### config.mk
export PLATFORM = sky130hd
export DESIGN_NAME = fetch_unit
export DESIGN_NICKNAME = d
export VERILOG_FILES = /design/src/rtl/fetch_unit.sv
export SDC_FILE = /design/constraint.sdc
export NUM_CORES = 1
export LEC_CHECK = 0
export ABC_CLOCK_PERIOD_IN_PS = 5500
export BUFFER_PORTS_ARGS = -buffer_cell sky130_fd_sc_hd__buf_4
export CORE_MARGIN = 8
export CORE_UTILIZATION = 45
export DETAILED_ROUTE_END_ITERATION = 8
export GPL_TIMING_DRIVEN = 0
export PLACE_DENSITY = 0.71
export SLEW_MARGIN = 20
export SYNTH_ARGS = -nofsm -noshare
export SYNTH_HDL_FRONTEND = slang
export SYNTH_SLANG_ARGS = --single-unit
### constraint.sdc
create_clock -name clk -period 5.5 [get_ports clk]
set_clock_uncertainty 0.05 [all_clocks]
set_input_delay 0 -clock clk [delete_from_list [all_inputs] [get_ports clk]]
set_output_delay 0 -clock clk [all_outputs]
set_load 0.005 [all_outputs]
### src/rtl/fetch_unit.sv
// Instruction-fetch stage: owns the PC, pairs the registered imem word with its
// address, and presents a valid/pc/inst bundle to decode with stall hold and redirect flush.
module fetch_unit #(
  parameter logic [31:0] RESET_PC = 32'h0000_0000,
  parameter logic [31:0] NOP_INST = 32'h0000_0013
) (
  input  logic        clk,
  input  logic        rst,
  input  logic        stall,
  input  logic        redirect_valid,
  input  logic [31:0] redirect_pc,
  output logic [31:0] imem_pc,
  input  logic [31:0] imem_inst,
  output logic        id_valid,
  output logic [31:0] id_pc,
  output logic [31:0] id_inst,
  output logic [31:0] id_pc4
);

  logic [31:0] pc_q, pc_d;
  logic [31:0] pc_q1_q;
  logic        v_q1_q;
  logic        h_act_q;
  logic        h_valid_q;
  logic [31:0] h_pc_q;
  logic [31:0] h_inst_q;

  logic [31:0] live_inst;
  logic        sel_valid;
  logic [31:0] sel_pc;
  logic [31:0] sel_inst;
  logic        hold_capture;
  logic [1:0]  unused_redirect_lsb;

  assign unused_redirect_lsb = redirect_pc[1:0];

  // NOTE: combinational blocks assign a default first so no path leaves pc_d unassigned (no latch).
  always_comb begin
    pc_d = pc_q + 32'd4;
    if (redirect_valid) pc_d = {redirect_pc[31:2], 2'b00};
    else if (stall)     pc_d = pc_q;
  end

  // Capture only on the first stalled cycle; later stall cycles keep the original bundle.
  assign hold_capture = stall && !h_act_q && !redirect_valid;

  // NOTE: state uses non-blocking assignments so every register samples pre-edge values.
  always_ff @(posedge clk or posedge rst) begin
    if (rst) begin
      pc_q      <= RESET_PC;
      pc_q1_q   <= RESET_PC;
      v_q1_q    <= 1'b0;
      h_act_q   <= 1'b0;
      h_valid_q <= 1'b0;
      h_pc_q    <= RESET_PC;
      h_inst_q  <= NOP_INST;
    end else begin
      pc_q    <= pc_d;
      pc_q1_q <= pc_q;
      v_q1_q  <= !redirect_valid;
      h_act_q <= stall && !redirect_valid;
      if (hold_capture) begin
        h_valid_q <= v_q1_q;
        h_pc_q    <= pc_q1_q;
        h_inst_q  <= live_inst;
      end
    end
  end

  assign imem_pc   = pc_q;
  assign live_inst = v_q1_q ? imem_inst : NOP_INST;

  assign sel_valid = h_act_q ? h_valid_q : v_q1_q;
  assign sel_pc    = h_act_q ? h_pc_q    : pc_q1_q;
  assign sel_inst  = h_act_q ? h_inst_q  : live_inst;

  // A redirect in this cycle squashes whatever younger instruction is on display.
  assign id_valid = sel_valid && !redirect_valid;
  assign id_inst  = redirect_valid ? NOP_INST : sel_inst;
  assign id_pc    = sel_pc;
  assign id_pc4   = sel_pc + 32'd4;

endmodule

==> results of run 1 <==
==> flip-flops by register name (all words and copies together), names as in the netlist <==
register,flops
imem_pc,30
pc_q1_q,30
h_pc_q,30
h_inst_q,32
v_q1_q,1
h_act_q,1
h_valid_q,1
==> layer usage <==
layer,wire length (µm),track usage [%],up-vias
met1,8640,27.8,2953
li1,-,-,2889
met2,9760,34.5,211
met5,0,0,-
met4,624,9.46,0
met3,1250,5.62,40
==> through the flow <==
step                      worst slack, ps  area [µm²]
after CTS                             892        9490
after global placement                673        8170
after global routing                  617        9490
after floorplan                      2130        6540
final                                 920        9490
after detailed placement             1370        8200
==> logic make-up after synthesis <==
group | Yosys count | share of synthesized area, %
xor gates and xnor gates | 54 | 7.26
AOI/OAI and AO/OA | 111 | 9.60
and+or+nand+nor | 275 | 19.8
buffers and inverters | 59 | 4.20
other | 1 | 0.0575
DFF | 125 | 48.1
muxes | 63 | 10.6
adders and majority gates | 2 | 0.384
==> cell usage in the layout (no fill, tap or decap), types with 25 or more instances in the layout <==
cell type      Yosys  routed
xor2_1            31      31
nand3_1           25      25
dfrtp_1          122     122
nor2_1            70      70
dlygate4sd3_1      0      66
a21oi_1           34      34
o21ai_0           66      66
mux2_2            49      49
nand2_1          116     116
buf_4              6     193
==> layout make-up <==
| type | count | area share (%) |
|---|---|---|
| antenna | 1 | 0.0264 |
| buffer | 44 | 2.29 |
| clock buffer | 17 | 4.48 |
| clock inverter | 15 | 2.08 |
| inverter | 15 | 0.646 |
| multi-input combinational | 511 | 33.0 |
| sequential | 125 | 33.0 |
| tap | 184 | 2.43 |
| timing repair buffer | 254 | 22.0 |
==> path summary, 6_finish.rpt <==
| check | start | end | slack (ps) | cells past startpoint |
|---|---|---|---|---|
| worst max-delay path | h_act_q$_DFF_PP0_ | id_pc4[22] | 920 | 15 |
| worst min register to register | imem_pc[21]$_DFFE_PP0N_ | pc_q1_q[21]$_DFF_PP0_ | 410 | 0 |
| min in group asynchronous | rst | h_inst_q[26]$_DFFE_PP0P_ | 180 | 3 |
| worst min-delay path | redirect_valid | h_act_q$_DFF_PP0_ | 20 | 2 |
| worst max register to register | imem_pc[2]$_DFFE_PP0N_ | imem_pc[26]$_DFFE_PP0N_ | 2760 | 6 |
| max in group asynchronous | rst | h_pc_q[7]$_DFFE_PP0P_ | 4530 | 4 |
==> power by group <==
part           switching (mW)  internal, mW
logic                   0.268         0.325
registers               0.115          1.04
clock network           0.448         0.728
total                   0.832          2.10
==> results.sh, run 1 <==
export IMPL_synthTopCellsByCount="122 x dfrtp_1, 116 x nand2_1, 70 x nor2_1"
export IMPL_syn_area_um2=6520
export IMPL_hp_class="primary input to flip-flop"
export IMPL_seq_area_frac_synth_pct=48.1
export IMPL_htreeDepth=4
export IMPL_start_kind="flip-flop"
export IMPL_utilization_pct=66.0
export IMPL_critical_path_max_fanout=10
export IMPL_core_um2=14400
export IMPL_ioPinCount=197
export IMPL_cts_setup_buffers=0
export IMPL_multi_input_comb_area_um2=3130
export IMPL_cts_buffers=17
export IMPL_drive_gt1_share_pct=30.7
export IMPL_syn_inst=690
export IMPL_clk_latency_ps=420
export IMPL_cp_buffers_inverters=8
export IMPL_drt_pass1_iter_count=5
export IMPL_detail_route_wl_per_cell_um=17.4
export IMPL_cpPeakStageDelay_ps=490
export IMPL_maxSlewViolCount=0
export IMPL_synthFlopType="dfrtp_1"
export IMPL_cp_slowest_cell="dfrtp_1"
export IMPL_fin_tns_setup_ps=0
export IMPL_worstPathCellList="buf_6, buf_8, buf_2, clkbuf_1, buf_2, mux2i_1, inv_1, ha_1, nand4b_1, a221oi_2, and2_1, clkbuf_1, nand3_1, xnor2_1, buf_4"
export IMPL_drc=0
export IMPL_rsz0062_at_grt="false"
export IMPL_leakage_nw=4.37
export IMPL_syn_to_final_growth_pct=45.6
export IMPL_status="finished clean"
export IMPL_place_gp_congestion=0.837
export IMPL_start_util_pct=45.4
export IMPL_synth_top_cell_area_share_pct=46.8
export IMPL_overflow=0
export IMPL_critPathTopFamily="buffers and inverters"
export IMPL_grt_pass1_vias=6006
export IMPL_dr_total_vias=6093
export IMPL_cts_hold_buf=66
export IMPL_dr_first_iter_drc_count=437
export IMPL_cts_resized=0
export IMPL_die_w_um=136
export IMPL_synth_area_per_cell_um2=9.45
export IMPL_maxSlewHeadroom_pct=35.8
export IMPL_power_density_nw_per_um2=309
export IMPL_critical_path_class="flip-flop to primary output"
export IMPL_cp_end_kind="primary output"
export IMPL_drv_cap=0
export IMPL_hold_violations=0
export IMPL_num_nets_final=1038
export IMPL_irDropWorstVdd_v=0.000211
export IMPL_row_count=44
export IMPL_antenna_left=0
export IMPL_cts_tree="built"
export IMPL_synth_async_reset_ratio_pct=100
export IMPL_synth_enable_flop_cells=0
export IMPL_ys_ff_latch=125
export IMPL_die_area_um2=18600
export IMPL_yosysWarnings=0
export IMPL_grt_pass1_wl_um=31600
export IMPL_cts_buffer_depth=2
export IMPL_dp_hpwl_um=14400
export IMPL_tightest_slew_ps=961
export IMPL_grt_max_degree=74
export IMPL_holdWs_ps=19.9
export IMPL_timing_fmax_ghz=0.218
export IMPL_cts_root_buf="clkbuf_16"
export IMPL_arrival_ps=4530
export IMPL_fin_crit_sh_pct=83.3
export IMPL_total_power_mw=2.93
export IMPL_seq_area_um2=3130
export IMPL_fin_crit_ps=4580
export IMPL_finalNonFillerCells=1166
export IMPL_synth_area_leaders="dfrtp_1 47%, mux2_2 8.5%, nand2_1 6.7%"
export IMPL_routed_wl_um=20300
export IMPL_ys_types=46
export IMPL_cts_clk_slew_worst_paths_ps=60
export IMPL_fillers=1184
export IMPL_die_h_um=136
export IMPL_track_usage_pct=21.9
export IMPL_setup_viol=0
export IMPL_clkSinkCount=125
export IMPL_port_buffers=187
export IMPL_synth_most_common_cell="dfrtp_1"
export IMPL_place_inst=1067
export IMPL_vias_per_cell=5.23
export IMPL_critical_path_required_ps=5450
export IMPL_antenna_found_initial=0
export IMPL_synth_top_cell_by_area="dfrtp_1"
No activity file was read; power rests on OpenSTA's default activity.
==> run 2: changes to the inputs <==
- ABC_CLOCK_PERIOD_IN_PS: 5500 -> 4150
- PLACE_DENSITY: 0.71 -> 0.74
- clock period: 5.5 -> 4.15 ns (I/O delays scaled with it)
==> run 2 against run 1 <==
Net effect: power rose by 40%; non-clock buffer count rose by 2; critical path depth fell by 1; via count rose by 1.2%; final area rose by 1.3%; worst hold slack improved by 180 ps; clock power rose by 48%; combinational power rose by 34%; worst setup slack got worse by 520 ps.
==> results.sh, run 2 (synthesis gave the netlist of run 1 again) <==
export IMPL_status="finished clean"
export IMPL_die_h_um=136
export IMPL_row_count=44
export IMPL_hold_violations=0
export IMPL_dr_first_iter_drc_count=457
export IMPL_maxSlewViolCount=0
export IMPL_cts_buffers=17
export IMPL_cts_tree="built"
export IMPL_leakage_nw=4.46
export IMPL_cpPeakStageDelay_ps=450
export IMPL_num_nets_final=1040
export IMPL_htreeDepth=4
export IMPL_tightest_slew_ps=973
export IMPL_grt_max_degree=70
export IMPL_clkSinkCount=125
export IMPL_critical_path_max_fanout=19
export IMPL_clk_latency_ps=420
export IMPL_r2r_start="imem_pc[2]$_DFFE_PP0N_"
export IMPL_grt_pass1_vias=6273
export IMPL_fin_crit_sh_pct=90.5
export IMPL_cts_clk_slew_worst_paths_ps=60
export IMPL_hp_class="primary input to async pin"
export IMPL_grt_pass1_wl_um=32500
export IMPL_port_buffers=187
export IMPL_multi_input_comb_area_um2=3150
export IMPL_final_common_cell="buf_4"
export IMPL_timing_fmax_ghz=0.266
export IMPL_syn_to_final_growth_pct=47.5
export IMPL_timing_rr_end="imem_pc[26]$_DFFE_PP0N_"
export IMPL_cts_root_buf="clkbuf_16"
export IMPL_ioPinCount=197
export IMPL_detail_route_wl_per_cell_um=17.8
export IMPL_rsz0062_at_grt="false"
export IMPL_fin_crit_ps=3750
export IMPL_die_w_um=136
export IMPL_critical_path_class="flip-flop to primary output"
export IMPL_arrival_ps=3700
export IMPL_regMostFlops="h_inst_q"
export IMPL_place_gp_congestion=0.856
export IMPL_setup_viol=0
export IMPL_cts_buffer_depth=2
export IMPL_die_area_um2=18600
export IMPL_maxSlewHeadroom_pct=35.0
export IMPL_fillers=1112
export IMPL_drive_gt1_share_pct=30.8
export IMPL_most_common_layout_cells="197 x buf_4, 121 x dfrtp_1, 116 x nand2_1, 70 x nor2_1, 68 x dlygate4sd3_1"
export IMPL_routed_wl_um=20800
export IMPL_irDropWorstVdd_v=0.000269
export IMPL_holdWs_ps=201
export IMPL_fin_tns_setup_ps=0
export IMPL_start_kind="flip-flop"
export IMPL_antenna_found_initial=0
export IMPL_drt_pass1_iter_count=4
export IMPL_dr_total_vias=6168
export IMPL_largest_reg_flops=32
export IMPL_track_usage_pct=22.5
export IMPL_vias_per_cell=5.29
export IMPL_crit_path_frequent_cell="buf_4"
export IMPL_cp_slowest_cell="dfrtp_2"
export IMPL_cp_end_kind="primary output"
export IMPL_overflow=0
export IMPL_critical_path_required_ps=4100
export IMPL_drv_cap=0
export IMPL_worstPathCellList="buf_6, buf_8, clkbuf_4, buf_4, mux2i_1, inv_1, ha_1, nand4b_1, a221oi_4, buf_4, nand4_1, nor3_2, xor2_1, buf_4"
export IMPL_antenna_cells=0
export IMPL_rr_worst_depth=6
export IMPL_seq_area_um2=3130
export IMPL_dp_hpwl_um=14700
export IMPL_power_density_nw_per_um2=425
export IMPL_drc=0
export IMPL_start_util_pct=45.4
export IMPL_core_um2=14400
export IMPL_r2r_slack_ps=1420
export IMPL_antenna_left=0
[run 2: stage by stage]
step | power (mW) | cell area (µm²) | setup slack [ps] | util [%] | cells
2_1_floorplan | 1.89 | 6540 | 777 | - | 695
3_3_place_gp | 2.27 | 8170 | -698 | 56.9 | 1066
3_5_place_dp | 2.29 | 8200 | 56.3 | 57.1 | 1067
4_1_cts | 4.10 | 9600 | 8.72 | 66.8 | 1167
5_1_grt | 4.25 | 9610 | 201 | 66.9 | 1167
6_report | 4.09 | 9610 | 395 | 66.9 | 1167
[run 2: where the power goes]
| group | internal (mW) | switching (mW) |
|---|---|---|
| registers | 1.38 | 0.156 |
| clock network | 1.22 | 0.537 |
| logic | 0.433 | 0.361 |
[run 2: final cells by class]
cell class | count | share of cell area [%]
multi-input cells | 511 | 32.7
flip-flops and latches | 125 | 32.6
repair buffers | 258 | 22.1
clock buffers | 21 | 4.79
clock inverters | 11 | 2.46
well taps | 184 | 2.39
plain buffers | 42 | 2.26
inverters | 15 | 0.638
[run 2: worst max-delay path by stage]
stage                                  from                endpoint
final                     h_act_q$_DFF_PP0_              id_pc4[26]
after global routing      h_act_q$_DFF_PP0_              id_pc4[26]
after CTS                 h_act_q$_DFF_PP0_              id_pc4[20]
after detailed placement  h_act_q$_DFF_PP0_              id_pc4[20]
after global placement                  rst  h_pc_q[16]$_DFFE_PP0P_
after floorplan                         rst       h_act_q$_DFF_PP0_
[run 2: worst max-delay path, delay by kind of cell (launching register included)]
kind            cells  cell delay, ps
mux                 1             150
buf+inv             7            1270
flops               1             450
xor+xnor            1             170
simple gates        3             620
compound gates      1             380
fa+ha+maj           1             230
[run 2: per-layer routing]
layer	GRT usage [%]	up-vias	part of all wire [%]	wire, µm
met1	27.3	2988	41	8520
met5	0	-	0	0
met2	37.0	223	49	10200
li1	-	2896	-	-
met4	11.8	0	4.3	899
met3	4.62	61	5.9	1220
[run 2: what timing repair did]
item | in CTS | in global routing
hold buffers | 68 | 0
setup endpoints to repair | 9 | 9
pin swaps | 0 | 1
hold endpoints to repair | 132 | 0
buffers inserted | 0 | 2
gates resized for setup | 5 | 2
